`src/rtl/dds_sweep_ctrl.sv`:
```
// Frequency-sweep sequencer feeding the DDS state-control/CDC stage.
// Per point: present wave/ftw, settle 2 cycles, hold apply pulse, then dwell.
module dds_sweep_ctrl #(
   parameter int PULSE_W   = 2,
   parameter int MIN_DWELL = 8
) (
   input  logic        Clk,
   input  logic        Rst_n,
   input  logic        start,
   input  logic        abort,
   input  logic [31:0] cfg_start_ftw,
   input  logic [31:0] cfg_stop_ftw,
   input  logic [31:0] cfg_step_ftw,
   input  logic [23:0] cfg_dwell,
   input  logic [2:0]  cfg_wave_sel,
   input  logic        cfg_continuous,
   output logic [2:0]  wave_sel_out,
   output logic [31:0] ftw_out,
   output logic        apply_pulse,
   output logic        busy,
   output logic        done,
   output logic [15:0] point_idx
);

   localparam logic [1:0] S_IDLE   = 2'd0;
   localparam logic [1:0] S_SETTLE = 2'd1;
   localparam logic [1:0] S_PULSE  = 2'd2;
   localparam logic [1:0] S_DWELL  = 2'd3;

   localparam logic [23:0] MIN_DW  = 24'(MIN_DWELL);
   localparam logic [23:0] PW_LAST = 24'(PULSE_W - 1);

   logic [1:0]  state_q, state_d;
   logic [23:0] cnt_q, cnt_d;
   logic [31:0] ftw_q, ftw_d;
   logic [2:0]  wave_q, wave_d;
   logic        apply_q, apply_d;
   logic        busy_q, busy_d;
   logic        done_q, done_d;
   logic [15:0] idx_q, idx_d;
   logic        last_q, last_d;
   logic [31:0] sh_start_q, sh_start_d;
   logic [31:0] sh_stop_q, sh_stop_d;
   logic [31:0] sh_step_q, sh_step_d;
   logic [23:0] sh_dwell_q, sh_dwell_d;
   logic        sh_cont_q, sh_cont_d;

   logic [32:0] sum;
   logic        sh_degen;

   assign sum      = {1'b0, ftw_q} + {1'b0, sh_step_q};
   assign sh_degen = (sh_step_q == '0) || (sh_start_q >= sh_stop_q);

   always_comb begin
      state_d    = state_q;
      cnt_d      = cnt_q;
      ftw_d      = ftw_q;
      wave_d     = wave_q;
      apply_d    = apply_q;
      busy_d     = busy_q;
      done_d     = 1'b0;
      idx_d      = idx_q;
      last_d     = last_q;
      sh_start_d = sh_start_q;
      sh_stop_d  = sh_stop_q;
      sh_step_d  = sh_step_q;
      sh_dwell_d = sh_dwell_q;
      sh_cont_d  = sh_cont_q;

      case (state_q)
         S_IDLE: begin
            if (start && !abort) begin
               sh_start_d = cfg_start_ftw;
               sh_stop_d  = cfg_stop_ftw;
               sh_step_d  = cfg_step_ftw;
               sh_dwell_d = (cfg_dwell < MIN_DW) ? MIN_DW : cfg_dwell;
               sh_cont_d  = cfg_continuous;
               ftw_d      = cfg_start_ftw;
               wave_d     = cfg_wave_sel;
               idx_d      = '0;
               busy_d     = 1'b1;
               last_d     = (cfg_step_ftw == '0) || (cfg_start_ftw >= cfg_stop_ftw);
               cnt_d      = '0;
               state_d    = S_SETTLE;
            end
         end
         S_SETTLE: begin
            if (cnt_q == 24'd1) begin
               cnt_d   = '0;
               apply_d = 1'b1;
               state_d = S_PULSE;
            end else begin
               cnt_d = cnt_q + 24'd1;
            end
         end
         S_PULSE: begin
            if (cnt_q == PW_LAST) begin
               cnt_d   = '0;
               apply_d = 1'b0;
               state_d = S_DWELL;
            end else begin
               cnt_d = cnt_q + 24'd1;
            end
         end
         default: begin
            if (cnt_q == sh_dwell_q - 24'd1) begin
               cnt_d = '0;
               if (!last_q) begin
                  // carry out or reaching stop clamps to stop, which ends the sweep
                  if (sum[32] || (sum[31:0] >= sh_stop_q)) begin
                     ftw_d  = sh_stop_q;
                     last_d = 1'b1;
                  end else begin
                     ftw_d  = sum[31:0];
                     last_d = 1'b0;
                  end
                  idx_d   = (idx_q == '1) ? idx_q : idx_q + 16'd1;
                  state_d = S_SETTLE;
               end else if (sh_cont_q) begin
                  ftw_d   = sh_start_q;
                  last_d  = sh_degen;
                  idx_d   = '0;
                  state_d = S_SETTLE;
               end else begin
                  done_d  = 1'b1;
                  busy_d  = 1'b0;
                  state_d = S_IDLE;
               end
            end else begin
               cnt_d = cnt_q + 24'd1;
            end
         end
      endcase

      if (abort && (state_q != S_IDLE)) begin
         state_d = S_IDLE;
         cnt_d   = '0;
         apply_d = 1'b0;
         busy_d  = 1'b0;
         done_d  = 1'b0;
      end
   end

   always_ff @(posedge Clk or negedge Rst_n) begin
      if (!Rst_n) begin
         state_q    <= S_IDLE;
         cnt_q      <= '0;
         ftw_q      <= '0;
         wave_q     <= '0;
         apply_q    <= 1'b0;
         busy_q     <= 1'b0;
         done_q     <= 1'b0;
         idx_q      <= '0;
         last_q     <= 1'b0;
         sh_start_q <= '0;
         sh_stop_q  <= '0;
         sh_step_q  <= '0;
         sh_dwell_q <= '0;
         sh_cont_q  <= 1'b0;
      end else begin
         state_q    <= state_d;
         cnt_q      <= cnt_d;
         ftw_q      <= ftw_d;
         wave_q     <= wave_d;
         apply_q    <= apply_d;
         busy_q     <= busy_d;
         done_q     <= done_d;
         idx_q      <= idx_d;
         last_q     <= last_d;
         sh_start_q <= sh_start_d;
         sh_stop_q  <= sh_stop_d;
         sh_step_q  <= sh_step_d;
         sh_dwell_q <= sh_dwell_d;
         sh_cont_q  <= sh_cont_d;
      end
   end

   assign wave_sel_out = wave_q;
   assign ftw_out      = ftw_q;
   assign apply_pulse  = apply_q;
   assign busy         = busy_q;
   assign done         = done_q;
   assign point_idx    = idx_q;

endmodule

```
`config.mk`:
```
export PLATFORM = sky130hd
export DESIGN_NAME = dds_sweep_ctrl
export DESIGN_NICKNAME = d
export VERILOG_FILES = /design/src/rtl/dds_sweep_ctrl.sv
export SDC_FILE = /design/constraint.sdc
export NUM_CORES = 1
export LEC_CHECK = 0
export BUFFER_PORTS_ARGS = -buffer_cell sky130_fd_sc_hd__buf_2
export CORE_ASPECT_RATIO = 0.75
export CORE_MARGIN = 10
export CORE_UTILIZATION = 64
export CTS_BUF_LIST = sky130_fd_sc_hd__clkbuf_16
export DETAILED_ROUTE_END_ITERATION = 10
export PLACE_DENSITY = 0.87
export SLEW_MARGIN = 20
export SYNTH_ARGS = -nofsm -noshare
export SYNTH_HDL_FRONTEND = slang
export SYNTH_SLANG_ARGS = --single-unit
```
`constraint.sdc`:
```
create_clock -name Clk -period 12.7 [get_ports Clk]
set_clock_uncertainty 0.2 [all_clocks]
set_input_delay 0.635 -clock Clk [delete_from_list [all_inputs] [get_ports Clk]]
set_output_delay 0.635 -clock Clk [all_outputs]
set_load 0.05 [all_outputs]
```
After elaboration in Yosys (flattened, before gate mapping)

Cells that the tools add are included.

Word-level logic and storage cells: 107
Output and inout port bits: 54
Register bits: 202

Bitwise logic cells: 1
$add $sub $neg: 4
$lt $le $gt $ge: 4
Muxes and demuxes: 47
Equality and inequality tests: 13
Reductions and logical operators: 24

Operators with widths:

| operator                                                                | count |
|---|---|
| 32-bit two-way mux                                                      | 5 |
| 24-bit two-way mux                                                      | 5 |
| 32-bit >= comparator                                                    | 3 |
| 16-bit two-way mux                                                      | 5 |
| 32-bit zero test                                                        | 2 |
| 32-bit one-hot mux with 2 select lines                                  | 1 |
| 24-bit one-hot mux with 2 select lines                                  | 1 |
| 32-bit by 32-bit adder with 33-bit output                               | 1 |
| 16-bit one-hot mux with 2 select lines                                  | 1 |
| 24-bit by 1-bit adder with 24-bit output (second input constant)        | 1 |
| 24-bit by 1-bit equality test with 1-bit output (second input constant) | 1 |
| 24-bit equality test                                                    | 1 |
| 24-bit by 4-bit < comparator with 1-bit output (second input constant)  | 1 |
| 24-bit by 1-bit subtractor with 24-bit output (second input constant)   | 1 |
| 1-bit two-way mux                                                       | 20 |
| 16-bit by 1-bit adder with 16-bit output (second input constant)        | 1 |
| 16-bit equality test (second input constant)                            | 1 |
| 2-bit two-way mux                                                       | 5 |
| 5-bit AND reduction                                                     | 2 |
| 3-bit != test (second input constant)                                   | 3 |
| 3-bit nonzero test                                                      | 3 |
| 4-bit AND reduction                                                     | 2 |
| 3-bit by 1-bit != test with 1-bit output (second input constant)        | 2 |
| 1-bit one-hot mux with 2 select lines                                   | 3 |
| 17 further kinds                                                        | 22 |

Logic depth before layout (Yosys ltp)

Gate-level depths: netlist of run 1.

Depth after elaboration: 7
Mapped depth: 23
Gate-level depth less buffers: 21

Least setup slack after synthesis of run 1

No wires, ideal clock.

Path kind: reg2reg
Start: register ftw_q[0] (netlist: ftw_out[0])
End: register ftw_q[30] (netlist: ftw_out[30])
Setup time: 0.134 ns
Data arrival time: 5.284 ns
Data required time: 12.366 ns
Stages on the path, launching flop included: 24
Buffers on the path: 2
Slack: 7.082 ns
Cells stage by stage: dfrtp_1 -> ha_1 -> fa_1 -> a211o_1 -> o211ai_1 -> a22oi_1 -> a221o_1 -> a31oi_1 -> o21ai_0 -> a2111oi_0 -> a41o_1 -> or2_2 -> ha_1 -> nor2b_1 -> o21ai_0 -> o2111ai_1 -> nor2_1 -> o31ai_1 -> nor2_1 -> clkbuf_1 -> clkbuf_1 -> nor3_1 -> a221oi_1 -> a31oi_1

Word-level cells in the longest chain between the ends: 7

Ends and longest elaborated chain:

| item                                        | RTL line | source |
|---|---|---|
| start: declaration                          | 35       | `logic [31:0] ftw_q, ftw_d;` |
| start signal: assignment                    | 163      | `ftw_q <= ftw_d;` |
| 32-bit by 32-bit adder with 33-bit output * | 51       | `assign sum = {1'b0, ftw_q} + {1'b0, sh_step_q};` |
| 32-bit >= comparator                        | 110      | `if (sum[32] \|\| (sum[31:0] >= sh_stop_q)) begin` |
| 1-bit logical OR                            | 110      |  |
| 32-bit two-way mux *                        | 110      |  |
| 32-bit two-way mux *                        | 108      | `if (!last_q) begin` |
| 32-bit two-way mux *                        | 106      | `if (cnt_q == sh_dwell_q - 24'd1) begin` |
| 32-bit one-hot mux with 2 select lines *    | 70       | `case (state_q)` |

Every way passes the cells marked *; elsewhere a longest branch is shown, timed or not. The select of a mux whose other input is x is not followed.
A chain may end at the register's enable or synchronous reset.

Worst setup path in the final report of run 1

Start: register sh_step_q[0]
End: register ftw_q[20] (netlist: ftw_out[20])

Word-level cells in the longest chain between the ends: 7

Ends and longest elaborated chain:

| item                                        | RTL line | source |
|---|---|---|
| start: declaration                          | 44       | `logic [31:0] sh_step_q, sh_step_d;` |
| start signal: assignment                    | 172      | `sh_step_q <= sh_step_d;` |
| 32-bit by 32-bit adder with 33-bit output * | 51       |  |
| 32-bit >= comparator                        | 110      |  |
| 1-bit logical OR                            | 110      |  |
| 32-bit two-way mux *                        | 110      |  |
| 32-bit two-way mux *                        | 108      |  |
| 32-bit two-way mux *                        | 106      |  |
| 32-bit one-hot mux with 2 select lines *    | 70       |  |

Marks and branches as above.

==> results of run 1 <==
placed cells by master, fill, tap and decap left out, drive strengths merged, types with 5 or more instances in the layout:
master,count
a2111oi,6
a211o,6
a211oi,9
a21o,47
a21oi,78
a22o,5
a22oi,9
a31oi,38
and3,24
buf,193
clkbuf,24
clkinv,7
dfrtp,202
ha,137
inv,109
mux2,106
nand2,129
nand2b,12
nand3,32
nand3b,6
nand4,29
nor2,94
nor2b,23
nor3,20
nor4,40
o211ai,8
o21a,9
o21ai,134
o22ai,5
o31ai,32
o41ai,7
or3,16
or4,5
xnor2,36
xor2,24
cell type report:
cell class | count | area (µm²) | area share [%]
Timing Repair Buffer | 194 | 1012 | 6.327
Clock buffer | 23 | 575.6 | 3.597
Inverter | 104 | 390.4 | 2.440
Sequential cell | 202 | 5055 | 31.59
Clock inverter | 15 | 92.59 | 0.5787
Tap cell | 294 | 367.9 | 2.299
Multi-Input combinational cell | 1188 | 8501 | 53.13
Antenna cell | 2 | 5.005 | 0.03128
registers in the layout, indices dropped and copies added (netlist names):
| signal | cells |
|---|---|
| last_q | 1 |
| state_q | 2 |
| ftw_out | 32 |
| point_idx | 16 |
| sh_dwell_q | 24 |
| sh_start_q | 32 |
| busy | 1 |
| sh_cont_q | 1 |
| cnt_q | 24 |
| sh_step_q | 32 |
| done | 1 |
| wave_sel_out | 3 |
| apply_pulse | 1 |
| sh_stop_q | 32 |
report_power, final:
part | leakage, nW | internal [W] | switching (W) | total, W
sequential | 2.48 | 0.000910 | 0.000303 | 0.00121
clock | 0.340 | 0.000345 | 0.000271 | 0.000616
combinational | 4.65 | 0.00137 | 0.00207 | 0.00344
total | 7.47 | 0.00263 | 0.00265 | 0.00527
routing by layer:
layer  up-vias  part of all wire (%)  wire (µm)  GRT usage (%)
met3       115                    11       4609          6.542
met2       768                    43      18320          42.39
met5         -                     0          0              0
met4         0                   3.7       1556          10.87
met1      6386                    42      17650          39.37
li1       6048                     -          -              -
logic make-up after synthesis:
family / Yosys count / share of synthesized area [%]
multiplexers: 109 / 8.586
buffers and inverters: 181 / 4.917
flip-flops: 202 / 35.47
XOR/XNOR: 60 / 3.687
adder cells (fa/ha/maj): 138 / 12.17
AO/OA/AOI/OAI: 427 / 19.14
AND/OR/NAND/NOR: 454 / 16.03
per-stage QoR:
stage	total power (W)	std cells	hold slack [ps]	util [%]
6_report	0.005272	2022	-5.219	72.74
5_1_grt	0.005626	2020	74.82	72.72
4_1_cts	0.005168	2020	40.11	72.72
3_5_place_dp	0.004516	1982	270.2	69.68
3_3_place_gp	0.004339	1982	263.3	69.68
2_1_floorplan	0.003647	1571	139.4	-
worst max-delay path by stage:
stage	startpoint	to	slack, ps	depth (start not counted)
2_1_floorplan	ftw_out[0]$_DFFE_PN0P_	ftw_out[30]$_DFFE_PN0P_	7080	23
3_3_place_gp	ftw_out[0]$_DFFE_PN0P_	ftw_out[20]$_DFFE_PN0P_	6600	22
3_5_place_dp	ftw_out[0]$_DFFE_PN0P_	ftw_out[20]$_DFFE_PN0P_	6130	22
4_1_cts	ftw_out[0]$_DFFE_PN0P_	ftw_out[20]$_DFFE_PN0P_	6080	22
5_1_grt	ftw_out[6]$_DFFE_PN0P_	ftw_out[20]$_DFFE_PN0P_	5690	20
6_report	sh_step_q[0]$_DFFE_PN0P_	ftw_out[20]$_DFFE_PN0P_	5890	22
==> impl_metrics.csv, run 1 <==
group,metric,value,unit
clock_tree,clock_tree.root_cell,"clkbuf_16",
floorplan,die_area,0.02870,mm²
drt,wl_per_cell,20.84,µm
setup_path,r2r_slack,5890,ps
setup_path,crit_type,"reg2reg",
sta,layout_setup_ws,5894,ps
grt,grt_pass1_wl,66.79,mm
pwr,peakVddDrop,0.1972,mV
setup_path,cp_data_arrival_time,6990,ps
floorplan,core_area,0.02199,mm²
drt,ant_nets,0,
setup_path,path_max_fanout,20,
sta,rsz0062_at_grt,"false",
drt,finalWirelength,42.14,mm
floorplan,fp-row-count,47,
synthesis,syn_inst,1571,
floorplan,die_h,149.2,µm
sta,worstMarginPinSlew,1081,ps
finish,syn_to_final_growth,12.27,%
placement,routabilityCongestion,1.020,
synthesis,netlist_top_cells_count,"202 x dfrtp_1, 137 x ha_1, 128 x nand2_1, 124 x o21ai_0, 106 x mux2_2",
synthesis,async_flop_share,100.0,%
setup_path,cp_cell_sequence,"ha_1 > fa_1 > a211o_1 > o211ai_1 > a22oi_1 > a221o_1 > a31oi_1 > o21ai_0 > a2111oi_0 > a41o_1 > or2_2 > ha_1 > nor2b_1 > o21ai_0 > o2111ai_1 > nor2_1 > o31ai_1 > nor2_2 > buf_4 > mux2_2 > a222oi_1 > a21oi_1",
sta,setup_viol,0,
finish,fillCellCount,1628,
sta,hold_violations,2,
setup_path,crit_required,12880,ps
drt,via_per_inst,6.586,
synthesis,yosys_warnings,0,
setup_path,worstRegToRegCells,22,
placement,dpl_cell_area,0.01533,mm²
run_status,status,"finished, violations left",
sta,tns,0,ps
grt,overflow,0,
synthesis,syn_nets,1837,
synthesis,syn-cell-area,0.01425,mm²
clock_tree,htree_levels,1,
drt,drc,0,
placement,io_buffers,181,
clock_tree,post-cts-setup-buffers,0,
pwr,p_per_area,329.5,mW/mm²
drt,dr.pass1.iters,6,
floorplan,ios,182,
sta,hold_ws,-5.219,ps
setup_path,end_kind,"flip-flop",
clock_tree,path_clk_slew,60,ps
finish,layout-drive-gt1-share,19.87,%
synthesis,syn_area_per_cell,9.071,µm²
setup_path,cp_top_family,"compound AO/OA/AOI/OAI gates",
drt,initialDrtViolationCount,1462,
setup_path,critical_path.max_stage_delay,680,ps
grt,grt_max_degree,101,
sta,fmax,146.9,MHz
run_status,violations,"hold timing",
synthesis,synth_top_area_share,35.47,%
floorplan,initial_utilization,64.80,%
job,cap_violations,0,
sta,slew_headroom,27.94,%
clock_tree,cts_tree,"built",
grt,antenna_found_initial,3,
setup_path,crit_path_start_kind,"flip-flop",
synthesis,ys_ff_latch,202,
pwr,p_leak,7.474,nW
synthesis,synthMostInstantiatedCell,"dfrtp_1",
clock_tree,cts-buffers-inserted,22,
synthesis,synth.distinct_cells,73,
clock_tree,cts_resized,0,
grt,grt_pass1_vias,12720,
clock_tree,cts_sinks,202,
finish,nets,1978,
grt,gr-usage-all-layers,28.42,%
sta,min_period,6806,ps
synthesis,yosysSeqAreaShare,35.47,%
setup_path,reg2reg_from,"sh_step_q[0]$_DFFE_PN0P_",
finish,design_area,0.01600,mm²
clock_tree,ctsHoldBuffers,0,
floorplan,die_x,192.3,µm
placement,dp_hpwl,31.74,mm
synthesis,synth-main-ff-cell,"dfrtp_1",
synthesis,synth_area_leader_cell,"dfrtp_1",
setup_path,path_buf_inv,1,
placement,post-place-ws,6129,ps
clock_tree,clockBufferDepth,3,
sta,fin_crit_sh,53.59,%
drt,vias,13320,
sta,drv_slew,0,
worst_hold_path,hold_class,"in2async",
clock_tree,clkLatencyLatePin,520,ps
synthesis,synth_edf_count,0,
setup_path,crit_slowest_cell,"nor2_2",
setup_path,r2r-end,"ftw_out[20]$_DFFE_PN0P_",
synthesis,synth.area.top_cells,"dfrtp_1 35%, ha_1 12%, mux2_2 8.4%",
(Power assumes the default switching activity.)
==> run 2: changes to the inputs <==
--- a/config.mk
+++ b/config.mk
@@ -5,13 +5,14 @@
 export SDC_FILE = /design/constraint.sdc
 export NUM_CORES = 1
 export LEC_CHECK = 0
+export ABC_AREA = 1
 export BUFFER_PORTS_ARGS = -buffer_cell sky130_fd_sc_hd__buf_2
 export CORE_ASPECT_RATIO = 0.75
 export CORE_MARGIN = 10
-export CORE_UTILIZATION = 64
+export CORE_UTILIZATION = 60
 export CTS_BUF_LIST = sky130_fd_sc_hd__clkbuf_16
 export DETAILED_ROUTE_END_ITERATION = 10
-export PLACE_DENSITY = 0.87
+export PLACE_DENSITY = 0.82
 export SLEW_MARGIN = 20
 export SYNTH_ARGS = -nofsm -noshare
 export SYNTH_HDL_FRONTEND = slang
==> constraint.sdc (replaced) <==
create_clock -name Clk -period 6.3 [get_ports Clk]
set_clock_uncertainty 0.2 [all_clocks]
set_input_delay 0.315 -clock Clk [delete_from_list [all_inputs] [get_ports Clk]]
set_output_delay 0.315 -clock Clk [all_outputs]
set_load 0.05 [all_outputs]
==> run 2 against run 1 <==
Net effect: the flow now finishes without violations; via count rose by 27%; clock power increased by 110%; first-iteration DRC count increased by 22%; total power grew 100%; cell area increased by 18%; sequential power grew 93%; worst setup slack lost 4400 ps; cell count up 47%; synthesized cell count is 49% higher; utilization rose by 0.13 points; synthesized area up 11%; combinational power grew 100%; highest routed layer is now met5.
==> impl_metrics.csv, run 2 <==
group,metric,value,unit
run_status,status,"finished, final reports clean",
placement,routabilityCongestion,1.026,
clock_tree,clock_tree.root_cell,"clkbuf_16",
sta,layout_setup_ws,1445,ps
setup_path,path_max_fanout,32,
synthesis,synth_area_leader_cell,"dfrtp_1",
drt,finalWirelength,52.98,mm
drt,wl_per_cell,17.83,µm
pwr,peakVddDrop,0.4910,mV
worst_hold_path,hold_class,"in2reg",
synthesis,syn_nets,2601,
synthesis,syn_area_per_cell,6.747,µm²
drt,wl_met3,5.109,mm
clock_tree,cts_resized,0,
synthesis,synth_top_area_share,32.08,%
sta,drv_slew,0,
synthesis,ys_ff_latch,202,
floorplan,initial_utilization,60.81,%
sta,fin_crit_sh,77.06,%
synthesis,yosysSeqAreaShare,32.08,%
synthesis,synthXorXnorAreaFrac,3.558,%
pwr,p_sw_share,54.73,%
setup_path,worstRegToRegCells,25,
synthesis,synth.area.top_cells,"dfrtp_1 32%, nand2_1 21%, ha_1 11%",
setup_path,crit_slowest_cell,"dfrtp_1",
drt,route.met2.wl,23.28,mm
drt,ant_nets,0,
synthesis,async_flop_share,100.0,%
grt,grt_pass1_vias,16140,
floorplan,die_h,160.3,µm
drt,initialDrtViolationCount,1787,
synthesis,yosys_warnings,0,
floorplan,die_x,207.1,µm
setup_path,crit_path_start_kind,"flip-flop",
placement,post-place-ws,1685,ps
grt,grt_max_degree,102,
synthesis,synthMostInstantiatedCell,"nand2_1",
pwr,p_comb_share,65.7,%
synthesis,netlist_top_cells_count,"890 x nand2_1, 258 x inv_1, 202 x dfrtp_1, 173 x nor2_1, 137 x ha_1",
sta,rsz0062_at_grt,"false",
synthesis,synth-main-ff-cell,"dfrtp_1",
pwr,clkPwrFrac,12.3,%
finish,layout-drive-gt1-share,10.11,%
finish,fin_cells,2971,
finish,layout_commonest_cell,"nand2_1",
placement,dp_cells,2801,
finish,layout_common_cells,"890 x nand2_1, 261 x inv_1, 202 x dfrtp_1",
clock_tree,cts_tree,"built",
setup_path,cpMostUsedCell,"nand2_1",
grt,antenna_found_initial,6,
sta,min_period,4855,ps
pwr,p_seq_share,21.9,%
clock_tree,clockBufferDepth,3,
synthesis,yosys.area_share.simple,36.40,%
sta,tns,0,ps
synthesis,syn-cell-area,0.01576,mm²
grt,gr-usage-all-layers,30.47,%
synthesis,syn_inst,2335,
clock_tree,cts_sinks,202,
drt,dr.pass1.iters,7,
sta,slew_headroom,34.60,%
floorplan,die_area,0.03321,mm²
synthesis,synthAdderAreaFrac,11.01,%
placement,dp_hpwl,37.86,mm
worst_hold_path,hold_depth,4,
synthesis,synth_top_family_by_area,"simple AND/OR/NAND/NOR gates",
setup_path,cp.depth,25,
synthesis,synth.distinct_cells,53,
clock_tree,path_clk_slew,60,ps
synthesis,synth_compound_area_share,8.601,%
sta,hold_violations,0,
setup_path,end_kind,"flip-flop",
setup_path,cp_top_family,"simple AND/OR/NAND/NOR gates",
setup_path,path_buf_inv,2,
placement,io_buffers,181,
drt,drc,0,
drt,wl_met1,22.94,mm
finish,syn_to_final_growth,19.83,%
synthesis,yosys-mux-area-fraction,0,%
setup_path,critical_path.max_stage_delay,460,ps
floorplan,ios,182,
grt,overflow,0,
sta,hold_ws,64.05,ps
drt,vias,16980,
pwr,p_leak,10.29,nW
setup_path,crit_type,"reg2reg",
pwr,p_per_area,566.2,mW/mm²
sta,setup_viol,0,
setup_path,crit_required,6500,ps
floorplan,fp-row-count,51,
pwr,p_int,0.004839,W
grt,grt_pass1_wl,85.06,mm
clock_tree,clkLatencyLatePin,520,ps
pwr,switching_power,0.005850,W
job,cap_violations,0,
synthesis,synth_edf_count,0,
sta,worstMarginPinSlew,980.9,ps
clock_tree,cts-buffers-inserted,22,
floorplan,core_area,0.02591,mm²
setup_path,cp_data_arrival_time,5050,ps
sta,fmax,206.0,MHz
drt,via_per_inst,5.714,
drt,highest_layer,"met5",
clock_tree,htree_levels,1,
finish,nets,2873,
-- run 2: changes by cell type in the layout (fill, tap and decap cells not counted), moves of 44 or more --
cell	before	now
nand3_1	32	112
mux2_2	106	0
nand2_1	128	890
nor2_1	93	170
dlygate4sd3_1	0	126
inv_1	109	261
nand4_1	29	74
a21o_1	47	3
-- run 2: cell type report --
| type | instances | area [µm²] |
|---|---|---|
| Multi-Input combinational cell | 1796 | 9398 |
| Fill cell | 2107 | 7028 |
| Sequential cell | 202 | 5055 |
| Timing Repair Buffer | 319 | 2266 |
| Inverter | 266 | 1003 |
| Clock buffer | 23 | 575.6 |
| Tap cell | 344 | 430.4 |
| Clock inverter | 16 | 138.9 |
| Antenna cell | 5 | 12.51 |
-- run 2: cells by family after synthesis --
kind of cell               Yosys count
AOI/OAI and AO/OA                  238
xor gates and xnor gates            64
adders and majority gates          138
buffers and inverters              337
DFF                                202
and+or+nand+nor                   1356
-- run 2: final timing paths --
check                                               to                        start  slack (ps)
setup / recovery               ftw_out[12]$_DFFE_PN0P_       ftw_out[6]$_DFFE_PN0P_        1450
hold / removal                    cnt_q[0]$_DFFE_PN0N_                        start          60
setup reg to reg               ftw_out[12]$_DFFE_PN0P_       ftw_out[6]$_DFFE_PN0P_        1450
hold reg to reg            wave_sel_out[2]$_DFFE_PN0P_  wave_sel_out[2]$_DFFE_PN0P_         280
max in group asynchronous   sh_dwell_q[12]$_DFFE_PN0P_                        Rst_n        4150
min in group asynchronous    sh_stop_q[22]$_DFFE_PN0P_                        Rst_n         250
-- run 2: timing repair --
action                    4_1_cts  5_1_grt
hold endpoints to repair      246        0
buffers inserted                0        0
hold buffers                  126        0
-- run 2: worst register-to-register path, cell delays in order, from the launching register on --
cell and delay, ps:
dfrtp_1 460, ha_1 390, nand2_1 120, nor2_1 290
nand2_1 90, nand2_1 180, nand2_1 70, nand2_1 160
nand2_1 120, nand2_1 80, nand2_1 40, nand2_1 100
inv_1 60, ha_1 310, nand2_1 80, nor2_1 200
nand4_1 170, nor2_1 260, nand2_1 380, nand3_1 200
buf_4 370, nand2_1 110, nand3_1 110, nand2_1 70
nand2_1 60, nand2_1 70
-- run 2: per-stage QoR --
| step | area (µm²) | util (%) | power, W |
|---|---|---|---|
| CTS | 18870 | 72.82 | 0.01047 |
| global route | 18880 | 72.87 | 0.01161 |
| detailed placement | 16890 | 65.20 | 0.009046 |
| floorplan | 15760 | - | 0.007266 |
| global placement | 16890 | 65.20 | 0.008872 |
| finish | 18880 | 72.87 | 0.01069 |
-- run 2: layer usage --
layer / vias to the layer above / GRT usage, %
li1: 8106 / -
met1: 7905 / 41.69
met2: 841 / 46.51
met3: 122 / 7.093
met4: 2 / 10.20
met5: - / 0
-- run 2: power groups by stage --
| stage | Sequential, W | Combinational [W] | Clock (W) |
|---|---|---|---|
| 3_5_place_dp | 0.00233 | 0.00671 | 0 |
| 3_3_place_gp | 0.00232 | 0.00655 | 0 |
| 2_1_floorplan | 0.00254 | 0.00472 | 0 |
| 4_1_cts | 0.00232 | 0.00683 | 0.00133 |
| 6_report | 0.00234 | 0.00703 | 0.00132 |
| 5_1_grt | 0.00239 | 0.00783 | 0.00139 |
